File: config.mk
export PLATFORM = sky130hd
export DESIGN_NAME = antares_dmem_controller
export DESIGN_NICKNAME = d
export VERILOG_FILES = /design/src/rtl/antares_dmem_controller.sv
export SDC_FILE = /design/constraint.sdc
export NUM_CORES = 1
export LEC_CHECK = 0
export CAP_MARGIN = 20
export CORE_MARGIN = 2
export CORE_UTILIZATION = 44
export DETAILED_ROUTE_END_ITERATION = 16
export PLACE_DENSITY = 0.88
export SLEW_MARGIN = 15
export SYNTH_ARGS = -nofsm -noshare
export SYNTH_HDL_FRONTEND = slang
export SYNTH_SLANG_ARGS = --single-unit
File: constraint.sdc
create_clock -name clk -period 1.75 [get_ports clk]
set_input_delay 0.2625 -clock clk [delete_from_list [all_inputs] [get_ports clk]]
set_output_delay 0.2625 -clock clk [all_outputs]
set_load 0.01 [all_outputs]
File: src/rtl/antares_dmem_controller.sv
// MEM-stage data-memory sequencer: issues request/ready bus transactions, stalls the
// pipeline while an access is outstanding, formats load data and flags misalignment/timeouts.
module antares_dmem_controller #(
    parameter int unsigned TIMEOUT_CYCLES = 255
) (
    input  logic        clk,
    input  logic        rst,
    input  logic        mem_mem_read,
    input  logic        mem_mem_write,
    input  logic        mem_mem_byte,
    input  logic        mem_mem_halfword,
    input  logic        mem_mem_sign_ext,
    input  logic [31:0] mem_alu_data,
    input  logic [31:0] mem_store_data,
    input  logic        mem_flush,
    input  logic        ext_stall,
    input  logic [31:0] dmem_data_i,
    input  logic        dmem_ready,
    output logic        dmem_request,
    output logic        dmem_we,
    output logic [31:0] dmem_address,
    output logic [3:0]  dmem_sel,
    output logic [31:0] dmem_data_o,
    output logic [31:0] mem_read_data,
    output logic        mem_stall_req,
    output logic        exc_addr_load,
    output logic        exc_addr_store,
    output logic        exc_bus_error
);

    typedef enum logic [1:0] {IDLE, WAIT, DONE} state_t;

    localparam logic [7:0] TO_LAST = 8'(TIMEOUT_CYCLES - 1);

    state_t      state_q, state_d;
    logic        req_q, req_d;
    logic        we_q, we_d;
    logic [31:0] addr_q, addr_d;
    logic [3:0]  sel_q, sel_d;
    logic [31:0] wdata_q, wdata_d;
    logic [31:0] rdata_q, rdata_d;
    logic        berr_q, berr_d;
    logic [7:0]  cnt_q, cnt_d;
    logic        abort_q, abort_d;
    logic [1:0]  lo_q, lo_d;
    logic        byte_q, byte_d;
    logic        half_q, half_d;
    logic        sext_q, sext_d;

    logic        is_byte, is_half, is_word;
    logic        misaligned, access, killed;
    logic [3:0]  sel_calc;
    logic [31:0] wdata_calc;
    logic [7:0]  lane8;
    logic [15:0] lane16;
    logic [31:0] load_fmt;

    assign is_byte    = mem_mem_byte;
    assign is_half    = ~mem_mem_byte & mem_mem_halfword;
    assign is_word    = ~mem_mem_byte & ~mem_mem_halfword;
    assign misaligned = (is_half & mem_alu_data[0]) | (is_word & (mem_alu_data[1:0] != 2'b00));
    assign access     = (mem_mem_read | mem_mem_write) & ~mem_flush & ~misaligned;

    assign exc_addr_load  = misaligned & mem_mem_read  & ~mem_flush;
    assign exc_addr_store = misaligned & mem_mem_write & ~mem_flush;
    assign mem_stall_req  = ((state_q == IDLE) & access) | (state_q == WAIT);

    // Big-endian lanes: byte offset 0 lives in bits [31:24].
    always_comb begin
        sel_calc   = 4'b1111;
        wdata_calc = mem_store_data;
        if (is_byte) begin
            sel_calc   = 4'b1000 >> mem_alu_data[1:0];
            wdata_calc = {4{mem_store_data[7:0]}};
        end else if (is_half) begin
            sel_calc   = mem_alu_data[1] ? 4'b0011 : 4'b1100;
            wdata_calc = {2{mem_store_data[15:0]}};
        end
    end

    always_comb begin
        lane8 = '0;
        case (lo_q)
            2'd0: lane8 = dmem_data_i[31:24];
            2'd1: lane8 = dmem_data_i[23:16];
            2'd2: lane8 = dmem_data_i[15:8];
            default: lane8 = dmem_data_i[7:0];
        endcase
        lane16 = lo_q[1] ? dmem_data_i[15:0] : dmem_data_i[31:16];
        if (byte_q) begin
            load_fmt = {{24{sext_q & lane8[7]}}, lane8};
        end else if (half_q) begin
            load_fmt = {{16{sext_q & lane16[15]}}, lane16};
        end else begin
            load_fmt = dmem_data_i;
        end
    end

    // A flush arriving on the ready cycle itself also suppresses the writeback.
    assign killed = abort_q | mem_flush;

    always_comb begin
        state_d = state_q;
        req_d   = req_q;
        we_d    = we_q;
        addr_d  = addr_q;
        sel_d   = sel_q;
        wdata_d = wdata_q;
        rdata_d = rdata_q;
        berr_d  = 1'b0;
        cnt_d   = cnt_q;
        abort_d = abort_q;
        lo_d    = lo_q;
        byte_d  = byte_q;
        half_d  = half_q;
        sext_d  = sext_q;
        case (state_q)
            IDLE: begin
                if (access) begin
                    req_d   = 1'b1;
                    we_d    = mem_mem_write;
                    addr_d  = {mem_alu_data[31:2], 2'b00};
                    sel_d   = sel_calc;
                    wdata_d = wdata_calc;
                    cnt_d   = '0;
                    abort_d = 1'b0;
                    lo_d    = mem_alu_data[1:0];
                    byte_d  = is_byte;
                    half_d  = is_half;
                    sext_d  = mem_mem_sign_ext;
                    state_d = WAIT;
                end
            end
            WAIT: begin
                cnt_d = cnt_q + 8'd1;
                if (mem_flush) begin
                    abort_d = 1'b1;
                end
                if (dmem_ready) begin
                    req_d = 1'b0;
                    if (!we_q && !killed) begin
                        rdata_d = load_fmt;
                    end
                    state_d = killed ? IDLE : DONE;
                end else if (cnt_q == TO_LAST) begin
                    req_d   = 1'b0;
                    berr_d  = 1'b1;
                    state_d = IDLE;
                end
            end
            DONE: begin
                if (mem_flush || !ext_stall) begin
                    state_d = IDLE;
                end
            end
            default: state_d = IDLE;
        endcase
    end

    always_ff @(posedge clk) begin
        if (rst) begin
            state_q <= IDLE;
            req_q   <= 1'b0;
            we_q    <= 1'b0;
            addr_q  <= '0;
            sel_q   <= '0;
            wdata_q <= '0;
            rdata_q <= '0;
            berr_q  <= 1'b0;
            cnt_q   <= '0;
            abort_q <= 1'b0;
            lo_q    <= '0;
            byte_q  <= 1'b0;
            half_q  <= 1'b0;
            sext_q  <= 1'b0;
        end else begin
            state_q <= state_d;
            req_q   <= req_d;
            we_q    <= we_d;
            addr_q  <= addr_d;
            sel_q   <= sel_d;
            wdata_q <= wdata_d;
            rdata_q <= rdata_d;
            berr_q  <= berr_d;
            cnt_q   <= cnt_d;
            abort_q <= abort_d;
            lo_q    <= lo_d;
            byte_q  <= byte_d;
            half_q  <= half_d;
            sext_q  <= sext_d;
        end
    end

    assign dmem_request  = req_q;
    assign dmem_we       = we_q;
    assign dmem_address  = addr_q;
    assign dmem_sel      = sel_q;
    assign dmem_data_o   = wdata_q;
    assign mem_read_data = rdata_q;
    assign exc_bus_error = berr_q;

endmodule

==> out/qor.csv <==
metric,value,unit
status,finished clean,
P_leak,3.12,nW
Crit Reg-Reg Endpoint,mem_read_data[9]$_SDFFE_PP0P_,
hold_buf cts,0,
Synth Cell Area,0.00546,sq mm
Port-buffer cells,209,
global-route wire length before repair,29700,microns
DRC Markers,0,
ys flop type,dfxtp_1,
sequential share of the synthesized area,0.429,
Reg power frac,0.369,
Syn Inst Count,661,
GP Congestion,0.928,
"Data arrival, critical path",1470,ps
RSZ-0062 raised after global routing,yes,
die area,0.0133,sq mm
CTS tree,yes,
FF-to-FF path depth,5,
TritonCTS buffer count,17,
reg-to-reg startpoint,abort_q$_SDFFE_PP0P_,
Tmin final,1730,ps
number of global-route vias before repair,5820,
worst hold endpoint,exc_bus_error$_SDFF_PP0_,
layout cell share with drive strength beyond 1,0.140,
diode count,0,
Startpoint Class,flip-flop,
synth warn,0,
"commonest non-fill, non-tap cell in the layout",clkdlybuf4s50_1,
Max Cap Viol,0,
Clock power frac,0.450,
#FFs+latches synth,117,
Vias/cell,5.82,
Post-synth EDFFs,0,
Final HPWL DP,13200,microns
"Req. time, crit path",1490,ps
clock slew at the register clock pins of the worst setup and hold paths,50,ps
combinational cell fraction of total power,0.180,
worst slew pin tran,541,ps
area grow syn2layout,58.3,%
IO Pins,212,
Clock Latency Late Sink,420,ps
initial antenna violation count,0,
routed vias,6120,
Worst Hold Depth,2,
most frequent cells in the layout,"202 x clkdlybuf4s50_1, 114 x dfxtp_1, 102 x o21ai_0",
CP endpoint kind,output port,
Max Clock Freq,579,MHz
Clock Path Buffers,2,
GRT Overall Usage,0.287,
max-slew violation count,0,
Initial Utilization,0.453,
CP Max Fanout,2,
clock root buffer,clkbuf_16,
Internal,0.00579,W
clk_skew,7.43,ps
chip width,115,microns
post-CTS setup buffers,0,
initial drt markers,677,
Max VDD drop,0.710,mV
# setup viols final,0,
Die Height,115,microns
pwr dens,903,mW/mm^2
Mapped Avg Cell Area,8.26,sq um
fin util,0.717,
ys async rst share,0,
Max-slew headroom,0.639,
GRT overflow,0,
hold slack,77.2,ps
P_sw,0.00202,W
Rows,40,
# nets final,980,
top area cells in the synthesized netlist,"dfxtp_1 43%, o21ai_0 9.5%, a21oi_1 9.1%",
crit share post-route,0.987,
post-synth top area share,0.429,
largest net degree at the start of global routing,95,
core footprint,0.0121,sq mm
CP Class,flip-flop to output port,
R2R Setup Slk,40,ps
Initial DRT Pass Iterations,5,
Sw Ratio,0.259,
final hold vios,0,
final WL,19500,microns
CTS sink count,117,
post-synth cell types,47,
HP Class,primary input to flip-flop,
Wirelength per Cell,18.6,microns
Final ANT Viol Nets,0,
Synth area leader,dfxtp_1,
CTS H-tree depth,4,
Worst Hold Launch,dmem_ready,
==> Yosys cell counts, types with 11 or more instances <==
library cell	count
a21oi_1	99
o21ai_0	104
nor2b_1	21
nor2_1	13
clkbuf_1	48
nand2_1	39
buf_2	12
inv_1	11
mux2i_1	17
a211oi_1	14
a311oi_1	16
nand3_1	52
mux2_2	15
dfxtp_1	117
nand2b_1	11
==> repair_timing <==
| action | CTS | global route |
|---|---|---|
| gates resized for setup | 23 | 14 |
| endpoints found under the setup margin | 37 | 46 |
| pin swaps | 2 | 3 |
| hold endpoints to repair | 0 | 0 |
==> through the flow <==
| stage | total power (W) | setup TNS [ps] | setup WS (ps) | std cells | instance area [sq um] |
|---|---|---|---|---|---|
| detailed placement | 0.00430 | -42310 | -530 | 1022 | 7990 |
| global route | 0.00807 | -28.0 | -28.0 | 1051 | 8650 |
| CTS | 0.00782 | -95.8 | -95.8 | 1051 | 8610 |
| floorplan | 0.00351 | 0 | 84.1 | 662 | 5470 |
| global placement | 0.00427 | -35610 | -458 | 1022 | 7990 |
| finish | 0.00780 | 0 | 22.3 | 1051 | 8650 |
==> kinds of logic after synthesis <==
group           after synthesis  share of synthesized area
simple gates                160                      0.150
other cells                   1                   0.000686
xor+xnor                      2                    0.00321
fa+ha+maj                     2                    0.00458
compound gates              267                      0.284
buf+inv                      79                     0.0625
flops                       117                      0.429
mux                          33                     0.0662
==> routing by layer <==
layer  GRT usage  vias up  wire (microns)
li1            -     2825               -
met2       0.467      390            9280
met3      0.0915       65            1940
met1       0.340     2840            7460
met5           0        -               0
met4       0.150        0             840
==> layout make-up <==
class | count | area, sq um
fill | 883 | 3420
multi-input combinational | 466 | 2860
timing repair buffer | 258 | 2590
sequential | 117 | 2350
clock buffer | 18 | 439
tap | 168 | 210
clock inverter | 12 | 156
inverter | 12 | 45.0
==> state kept, by name, indices dropped and copies added, names as in the netlist <==
register and flops:
dmem_request 1, half_q 1, abort_q 1, byte_q 1
lo_q 2, dmem_we 1, dmem_address 30, exc_bus_error 1
sext_q 1, mem_read_data 32, state_q 2, cnt_q 8
dmem_sel 4, dmem_data_o 32
==> power by group through the flow <==
stage,clock (W),combinational (W),sequential (W)
after CTS,0.00355,0.00139,0.00288
final,0.00351,0.00141,0.00288
after detailed placement,0,0.00137,0.00293
after global placement,0,0.00135,0.00293
after global routing,0.00367,0.00150,0.00289
after floorplan,0,0.000533,0.00297
==> how the worst max path moves through the flow <==
stage                                        from  slack (ps)                      endpoint
after detailed placement          mem_alu_data[1]        -530  dmem_data_o[13]$_SDFFE_PP0P_
after global routing      state_q[0]$_SDFFE_PP0P_         -30                 mem_stall_req
final                     state_q[0]$_SDFFE_PP0P_          20                 mem_stall_req
after global placement            mem_alu_data[1]        -460                exc_addr_store
after CTS                 state_q[1]$_SDFFE_PP0P_        -100                 mem_stall_req
after floorplan           state_q[0]$_SDFFE_PP0P_          80         cnt_q[3]$_SDFFE_PP0P_
==> critical path, cell delays in order, from the launching register on <==
cell	delay [ps]
dfxtp_2	340
nor3_4	190
buf_6	130
o21ai_4	50
o21ai_2	180
buf_2	160
Note: power is estimated with default switching activity, not from simulation.
